File: src/rtl/game_sprite_motion_pkg.sv
// -----------------------------------------------------------------------------
// game_sprite_motion_pkg
// Shared game configuration for the sprite motion responders: position and
// velocity widths, screen and sprite box sizes, the motion step period and the
// sprite state encoding.
//
// Optional feature macro: GAME_SPRITE_BOUNCE_EN. It is left undefined by
// default, so sprites leaving the screen horizontally freeze in the OUT state.
// Define it at build time to make the sprite reflect off the left/right edges.
// -----------------------------------------------------------------------------
package game_sprite_motion_pkg;

  localparam int GSM_X_WIDTH        = 10;
  localparam int GSM_Y_WIDTH        = 10;
  localparam int GSM_DXY_WIDTH      = 4;
  localparam int GSM_SCREEN_WIDTH   = 640;
  localparam int GSM_SCREEN_HEIGHT  = 480;
  localparam int GSM_SPRITE_WIDTH   = 8;
  localparam int GSM_SPRITE_HEIGHT  = 8;
  localparam int GSM_UPDATE_PERIOD  = 4;

  // Sprite motion states
  typedef enum logic [1:0] {
    ST_IDLE   = 2'd0,
    ST_MOVING = 2'd1,
    ST_OUT    = 2'd2
  } sprite_state_e;

endpackage : game_sprite_motion_pkg

File: src/rtl/game_sprite_tick_divider.sv
// -----------------------------------------------------------------------------
// game_sprite_tick_divider
// Free-running modulo-PERIOD counter with enable and synchronous clear. Emits a
// one-cycle tick in the cycle the count sits at PERIOD-1 while enabled, so the
// first tick after leaving a cleared state comes PERIOD enabled cycles later.
//
// Ports:
//   clk     in  clock
//   reset   in  asynchronous active-high reset
//   i_en    in  count enable
//   i_clr   in  synchronous clear (wins over i_en)
//   o_tick  out tick, high in the last cycle of each period while enabled
// -----------------------------------------------------------------------------
module game_sprite_tick_divider #(
  parameter int PERIOD = 4
) (
  input  logic clk,
  input  logic reset,
  input  logic i_en,
  input  logic i_clr,
  output logic o_tick
);

  localparam int CW = (PERIOD > 1) ? $clog2(PERIOD) : 1;
  localparam logic [CW-1:0] L_LAST = CW'(PERIOD - 1);

  logic [CW-1:0] r_count;

  // Period counter: clear has priority, wraps after the last count
  always_ff @(posedge clk or posedge reset) begin
    if (reset) begin
      r_count <= {CW{1'b0}};
    end else if (i_clr) begin
      r_count <= {CW{1'b0}};
    end else if (i_en) begin
      if (r_count == L_LAST) begin
        r_count <= {CW{1'b0}};
      end else begin
        r_count <= r_count + CW'(1);
      end
    end else begin
      r_count <= r_count;
    end
  end

  assign o_tick = i_en && (r_count == L_LAST);

endmodule : game_sprite_tick_divider

File: src/rtl/game_sprite_motion.sv
// -----------------------------------------------------------------------------
// game_sprite_motion
// Sprite-side responder to the game master's sprite control strobes. Holds the
// sprite position and velocity, steps position by velocity once per
// UPDATE_PERIOD cycles while updates are enabled, and reports whether the
// sprite box is fully on screen. One instance per sprite.
//
// Optional feature macro: GAME_SPRITE_BOUNCE_EN (undefined by default).
// When defined, a step that leaves the screen only in x clamps x to the edge
// and negates dx instead of freezing the sprite.
//
// Ports:
//   clk                   in  clock
//   reset                 in  asynchronous active-high reset
//   sprite_write_xy       in  load position strobe
//   sprite_write_x/y      in  position to load
//   sprite_write_dxy      in  load velocity strobe
//   sprite_write_dx/dy    in  signed velocity to load
//   sprite_enable_update  in  motion runs while high
//   sprite_x/y            out current position
//   sprite_within_screen  out sprite box fully on screen (sticky low in OUT)
// -----------------------------------------------------------------------------
module game_sprite_motion
  import game_sprite_motion_pkg::*;
#(
  parameter int X_WIDTH       = GSM_X_WIDTH,
  parameter int Y_WIDTH       = GSM_Y_WIDTH,
  parameter int DXY_WIDTH     = GSM_DXY_WIDTH,
  parameter int SCREEN_WIDTH  = GSM_SCREEN_WIDTH,
  parameter int SCREEN_HEIGHT = GSM_SCREEN_HEIGHT,
  parameter int SPRITE_WIDTH  = GSM_SPRITE_WIDTH,
  parameter int SPRITE_HEIGHT = GSM_SPRITE_HEIGHT,
  parameter int UPDATE_PERIOD = GSM_UPDATE_PERIOD
) (
  input  logic                 clk,
  input  logic                 reset,
  input  logic                 sprite_write_xy,
  input  logic [X_WIDTH-1:0]   sprite_write_x,
  input  logic [Y_WIDTH-1:0]   sprite_write_y,
  input  logic                 sprite_write_dxy,
  input  logic [DXY_WIDTH-1:0] sprite_write_dx,
  input  logic [DXY_WIDTH-1:0] sprite_write_dy,
  input  logic                 sprite_enable_update,
  output logic [X_WIDTH-1:0]   sprite_x,
  output logic [Y_WIDTH-1:0]   sprite_y,
  output logic                 sprite_within_screen
);

  localparam logic [X_WIDTH-1:0] L_MAX_X = X_WIDTH'(SCREEN_WIDTH - SPRITE_WIDTH);
  localparam logic [Y_WIDTH-1:0] L_MAX_Y = Y_WIDTH'(SCREEN_HEIGHT - SPRITE_HEIGHT);

  sprite_state_e          r_state;
  logic [X_WIDTH-1:0]     r_x;
  logic [Y_WIDTH-1:0]     r_y;
  logic [DXY_WIDTH-1:0]   r_dx;
  logic [DXY_WIDTH-1:0]   r_dy;
  logic                   r_within;

  logic                   w_tick;
  logic                   w_cnt_en;
  logic                   w_cnt_clr;
  logic [X_WIDTH:0]       w_dx_ext;
  logic [Y_WIDTH:0]       w_dy_ext;
  logic [X_WIDTH:0]       w_nx;
  logic [Y_WIDTH:0]       w_ny;
  logic                   w_x_oob;
  logic                   w_y_oob;
  logic                   w_load_ok;

  // The counter only runs while motion is enabled and the sprite is not frozen;
  // a position load restarts the period.
  assign w_cnt_en  = sprite_enable_update && (r_state != ST_OUT);
  assign w_cnt_clr = sprite_write_xy || !sprite_enable_update;

  game_sprite_tick_divider #(
    .PERIOD (UPDATE_PERIOD)
  ) u_tick_divider (
    .clk    (clk),
    .reset  (reset),
    .i_en   (w_cnt_en),
    .i_clr  (w_cnt_clr),
    .o_tick (w_tick)
  );

  // One extra bit on the candidate position: its MSB flags a step below zero,
  // since an in-range position plus a small velocity never reaches 2^WIDTH.
  assign w_dx_ext = {{(X_WIDTH + 1 - DXY_WIDTH){r_dx[DXY_WIDTH-1]}}, r_dx};
  assign w_dy_ext = {{(Y_WIDTH + 1 - DXY_WIDTH){r_dy[DXY_WIDTH-1]}}, r_dy};
  assign w_nx     = {1'b0, r_x} + w_dx_ext;
  assign w_ny     = {1'b0, r_y} + w_dy_ext;
  assign w_x_oob  = w_nx[X_WIDTH] || (w_nx[X_WIDTH-1:0] > L_MAX_X);
  assign w_y_oob  = w_ny[Y_WIDTH] || (w_ny[Y_WIDTH-1:0] > L_MAX_Y);
  assign w_load_ok = (sprite_write_x <= L_MAX_X) && (sprite_write_y <= L_MAX_Y);

  // Sprite state machine with position, velocity and on-screen flag
  always_ff @(posedge clk or posedge reset) begin
    if (reset) begin
      r_state  <= ST_IDLE;
      r_x      <= {X_WIDTH{1'b0}};
      r_y      <= {Y_WIDTH{1'b0}};
      r_dx     <= {DXY_WIDTH{1'b0}};
      r_dy     <= {DXY_WIDTH{1'b0}};
      r_within <= 1'b1;
    end else begin
      // Velocity load; a tick in this cycle still steps with the old value
      if (sprite_write_dxy) begin
        r_dx <= sprite_write_dx;
        r_dy <= sprite_write_dy;
      end

      if (sprite_write_xy) begin
        // A position load overrides any step due this cycle
        r_x      <= sprite_write_x;
        r_y      <= sprite_write_y;
        r_within <= w_load_ok;
        if (!w_load_ok) begin
          r_state <= ST_OUT;
        end else if (sprite_enable_update) begin
          r_state <= ST_MOVING;
        end else begin
          r_state <= ST_IDLE;
        end
      end else begin
        case (r_state)
          ST_IDLE: begin
            if (sprite_enable_update) begin
              r_state <= ST_MOVING;
            end
          end
          ST_MOVING: begin
            if (!sprite_enable_update) begin
              r_state <= ST_IDLE;
            end else if (w_tick) begin
              if (w_y_oob) begin
                // Vertical exit always freezes, even with bounce enabled
                r_within <= 1'b0;
                r_state  <= ST_OUT;
              end else if (w_x_oob) begin
`ifdef GAME_SPRITE_BOUNCE_EN
                r_x <= w_nx[X_WIDTH] ? {X_WIDTH{1'b0}} : L_MAX_X;
                r_y <= w_ny[Y_WIDTH-1:0];
                if (!sprite_write_dxy) begin
                  r_dx <= -r_dx;
                end
`else
                r_within <= 1'b0;
                r_state  <= ST_OUT;
`endif
              end else begin
                r_x <= w_nx[X_WIDTH-1:0];
                r_y <= w_ny[Y_WIDTH-1:0];
              end
            end
          end
          ST_OUT: begin
            r_state <= ST_OUT;
          end
          default: begin
            r_state <= ST_IDLE;
          end
        endcase
      end
    end
  end

  assign sprite_x             = r_x;
  assign sprite_y             = r_y;
  assign sprite_within_screen = r_within;

endmodule : game_sprite_motion

File: config.mk
export PLATFORM = sky130hd
export DESIGN_NAME = game_sprite_motion
export DESIGN_NICKNAME = d
export VERILOG_FILES = /design/src/rtl/game_sprite_motion_pkg.sv /design/src/rtl/game_sprite_tick_divider.sv /design/src/rtl/game_sprite_motion.sv
export SDC_FILE = /design/constraint.sdc
export NUM_CORES = 1
export LEC_CHECK = 0
export CORE_AREA = 2 2 73 75
export DETAILED_ROUTE_END_ITERATION = 8
export DIE_AREA = 0 0 75 77
export PLACE_DENSITY = 0.84
export SETUP_SLACK_MARGIN = 0.5
export SLEW_MARGIN = 20
export SYNTH_ARGS = -nofsm -noshare
export SYNTH_HDL_FRONTEND = slang
export SYNTH_HIERARCHICAL = 1
export SYNTH_SLANG_ARGS = --single-unit
File: constraint.sdc
create_clock -name clk -period 5.9 [get_ports clk]
set_clock_uncertainty 0.15 [all_clocks]
set_input_delay 0.885 -clock clk [delete_from_list [all_inputs] [get_ports clk]]
set_output_delay 0.885 -clock clk [all_outputs]
set_load 0.02 [all_outputs]
==> out/summary.txt <==
======================================================================================================
Fraction of power consumed by sequential logic                                                   0.297
Worst Setup End Kind                                                                         flip-flop
Most frequent standard cell in the layout excluding fill and tap cells                    sky130_fd_sc_hd__clkdlybuf4s50_1
Final critical path time including I/O delays and setup                                        3.57 ns
Die outline width                                                                                75 um
Crit-path cells                                                                           ha_1 > fa_1 > a21o_1 > a21oi_1 > xnor2_1 > o311a_1 > a311oi_1 > o211ai_1 > buf_4 > o21ai_1 > a31oi_1
Combinational share of power                                                                     0.458
Worst slew pin tran                                                                           0.913 ns
F_max                                                                                          280 MHz
Final hold viol count                                                                                0
Cell count of the worst reg-to-reg path                                                             11
Overflow left after global routing                                                                   0
Peak VDD IR                                                                                   0.184 mV
Number of levels the H-tree was split into                                                           2
Area Growth Syn to Fin                                                                           23.7%
Num Clock Sinks                                                                                     33
Total inserted antenna cells                                                                         0
Data required, critical path                                                                   5.93 ns
Slack of the worst reg-to-reg path                                                             2.33 ns
Die Span Y                                                                                       77 um
Share of the clock period used by the worst path                                                 0.605
Unrepaired setup endpoints after global routing                                                  false
Number of distinct library cells after synthesis                                                    57
Detailed router's first-iteration violation count                                                  176
Most frequent cells in the layout                                                         53 x sky130_fd_sc_hd__clkdlybuf4s50_1, 32 x sky130_fd_sc_hd__dfrtp_1, 21 x sky130_fd_sc_hd__ha_1, 20 x sky130_fd_sc_hd__a21oi_1, 17 x sky130_fd_sc_hd__a2bb2oi_1
Deepest clock path buffer count                                                                      2
Total power per unit cell area                                                              269 nW/um2
Critical Path Fanout Max                                                                            14
Number of buffers inserted for hold repair after clock tree synthesis                                0
Relative contribution of the clock network to total power                                        0.245
Maximum Capacitance Violations                                                                       0
Family of cells with the greatest summed delay on the critical path                       compound AO/OA/AOI/OAI gates
TritonCTS buffer count                                                                               5
Proportion of register bits with asynchronous set or reset after synthesis                        1.00
Adder-cell share of the synthesized area                                                         0.111
Total Routing Usage GR                                                                           0.258
Top post-synthesis cells by area                                                          sky130_fd_sc_hd__dfrtp_1 29%, sky130_fd_sc_hd__ha_1 9.7%, sky130_fd_sc_hd__a2bb2oi_1 5.5%
Post-synthesis sequential area ratio                                                             0.304
Syn_area_per_cell                                                                             9.61 um2
Hold Crit Class                                                                                reg2reg
Syn Inst Count                                                                                     283
Number of enable-type register cells in the synthesized netlist                                      0
Average wire per cell in the routed design                                                     17.4 um
Via density per instance                                                                          6.24
Final Non-Filler Cells                                                                             398
Clock root buffer                                                                         sky130_fd_sc_hd__clkbuf_8
Yosys Warn Count                                                                                     6
Static leakage power                                                                        0.00133 uW
Overall power consumption                                                                       906 uW
Detailed-route via count                                                                          2484
Via count of the first global-routing pass                                                        2404
Maximum number of pins on one net before global-route repair                                        32
Synth Net Count                                                                                    339
Clock latency at the later pin of the worst-skew pair                                          0.29 ns
Cell-internal power                                                                             558 uW
Mapped cell area                                                                              2720 um2
Worst Setup Path Type                                                                          reg2reg
Total detailed-routing wirelength                                                              6910 um
Wire length of the first global-routing pass                                                  11700 um
Setup violation total in the final timing report                                                     0
Min-delay src                                                                             sprite_within_screen
Port-buffer cells                                                                                   53
Rel. slew slack                                                                                  0.389
Synth Area in XOR/XNOR                                                                          0.0419
Post-synthesis sequential element count                                                             33
Total die area                                                                                5780 um2
Clock transition at the register clock pins on the worst setup and hold paths after CTS        0.07 ns
Result of the run                                                                            completed
Total instance count after detailed placement                                                      390
Number of buffers inserted by post-CTS setup repair                                                  0
Initial antenna violation count                                                                      0
Worst hold slack                                                                              0.352 ns
DRC                                                                                                  0
Nets                                                                                               383
Mux contribution to synthesized area                                                            0.0451
Placer congestion estimate                                                                       0.842
Primary FF master, synth                                                                  sky130_fd_sc_hd__dfrtp_1
Net switching fraction of the power                                                              0.384
Post-detailed-placement half-perimeter wirelength                                              5150 um
Placeable core region                                                                         4980 um2
Cell with the largest stage delay on the worst path                                       sky130_fd_sc_hd__o211ai_1
Maximum cell stage delay along the critical path                                               0.56 ns
Combined buffer and inverter count along the critical path                                           1
Number of ports placed on the die boundary                                                          54
Origin of the critical flop-to-flop path                                                   sprite_x[0]
Fraction of post-synthesis cell area in the top cell type by area                                0.295
Cell accounting for the most synthesized area                                             sky130_fd_sc_hd__dfrtp_1
Final antenna-violating net count                                                                    0
Count of pins over their slew limit                                                                  0
Power spent charging and discharging nets                                                       348 uW
Number of detailed-routing iterations run before antenna repair                                      4
Count of standard-cell rows                                                                         26
Launching element type of the critical path                                                  flip-flop
Dominant combinational cell family by area after synthesis                                compound AO/OA/AOI/OAI gates
Initial cell density of the core                                                                 0.546
Clock tree from TritonCTS                                                                         done
Critical path arrival                                                                          3.60 ns
Setup total negative slack                                                                        0 ns
Layout cells sized above 1                                                                      0.0945
Worst Hold Path EP                                                                        sprite_within_screen
Capture instance of the worst register-to-register path                                    sprite_y[0]
Gates resized, CTS repair                                                                            0
Compound-gate portion of the synthesized area                                                    0.350
Simple-gate portion of the synthesized area                                                      0.102
Min-Delay Path Depth                                                                                 2
======================================================================================================
## layer usage
| metal | track usage | part of all wire | vias to the layer above |
|---|---|---|---|
| met2 | 0.400 | 0.48 | 101 |
| met5 | 0 | 0 | - |
| met3 | 0.0552 | 0.062 | 13 |
| li1 | - | - | 1193 |
| met4 | 0.0679 | 0.015 | 0 |
| met1 | 0.362 | 0.45 | 1177 |
## worst max-delay path by stage
stage	start	endpoint	slack [ns]	depth (start not counted)
floorplan	sprite_y[0]	sprite_y[2]	2.88	11
global placement	sprite_write_xy	r_state[0]	2.34	5
detailed placement	sprite_write_xy	r_state[0]	2.14	5
CTS	sprite_x[0]	sprite_y[0]	2.41	11
global route	r_dx[3]	sprite_y[0]	2.05	10
finish	sprite_x[0]	sprite_y[0]	2.33	11
## state kept, by name, indices dropped and copies added, names as in the netlist
name	cells
sprite_y	10
r_dx	4
r_dy	4
u_tick_divider/r_count	2
sprite_within_screen	1
sprite_x	10
r_state	2
## synthesized netlist by cell type, types with 4 or more instances
| library cell | number |
|---|---|
| sky130_fd_sc_hd__xor2_1 | 6 |
| sky130_fd_sc_hd__a211oi_1 | 6 |
| sky130_fd_sc_hd__nand3_1 | 5 |
| sky130_fd_sc_hd__inv_1 | 5 |
| sky130_fd_sc_hd__a41oi_1 | 5 |
| sky130_fd_sc_hd__nand2_1 | 14 |
| sky130_fd_sc_hd__buf_2 | 5 |
| sky130_fd_sc_hd__nor2_1 | 14 |
| sky130_fd_sc_hd__mux2_2 | 10 |
| sky130_fd_sc_hd__o21ai_1 | 15 |
| sky130_fd_sc_hd__dfrtp_1 | 32 |
| sky130_fd_sc_hd__a2bb2oi_1 | 17 |
| sky130_fd_sc_hd__buf_6 | 4 |
| sky130_fd_sc_hd__ha_1 | 21 |
| sky130_fd_sc_hd__clkbuf_1 | 9 |
| sky130_fd_sc_hd__nor3_1 | 4 |
| sky130_fd_sc_hd__nand4_1 | 5 |
| sky130_fd_sc_hd__a21o_1 | 7 |
| sky130_fd_sc_hd__a21oi_1 | 20 |
| sky130_fd_sc_hd__o21ai_0 | 14 |
| sky130_fd_sc_hd__a31oi_1 | 11 |
| sky130_fd_sc_hd__xnor2_1 | 7 |
## final cells by class
type | instances | area (um2)
well taps | 70 | 87.6
clock inverters | 1 | 30.0
fillers | 392 | 1610
inverters | 5 | 18.8
clock buffers | 7 | 86.3
flip-flops and latches | 33 | 827
multi-input cells | 227 | 1770
repair buffers | 55 | 546
## power by group through the flow
stage                     Combinational (uW)  Sequential [uW]  Clock [uW]
after detailed placement                 406              274           0
after CTS                                408              269         222
after global routing                     454              272         236
after floorplan                          287              284           0
after global placement                   399              273           0
final                                    415              269         222
## worst min-delay path, cell delays in order, from the launching register on
cell	delay [ns]
sky130_fd_sc_hd__dfstp_2	0.38
sky130_fd_sc_hd__nand2_1	0.05
sky130_fd_sc_hd__o21ai_0	0.06
## per-stage QoR
step	cell area [um2]	util	setup slack, ns
2_1_floorplan	2720	-	2.88
3_3_place_gp	3250	0.653	2.34
3_5_place_dp	3250	0.653	2.14
4_1_cts	3360	0.676	2.41
5_1_grt	3360	0.676	2.05
6_report	3360	0.676	2.33
## logic make-up (layout without fill, tap and decap cells)
| kind of cell | count (synthesis) | count (layout) |
|---|---|---|
| adders and majority gates | 23 | 23 |
| DFF | 33 | 33 |
| AOI/OAI and AO/OA | 125 | 125 |
| buffers and inverters | 23 | 68 |
| xor gates and xnor gates | 13 | 13 |
| muxes | 11 | 11 |
| and+or+nand+nor | 55 | 55 |
Power figures use the tool's default switching activity.
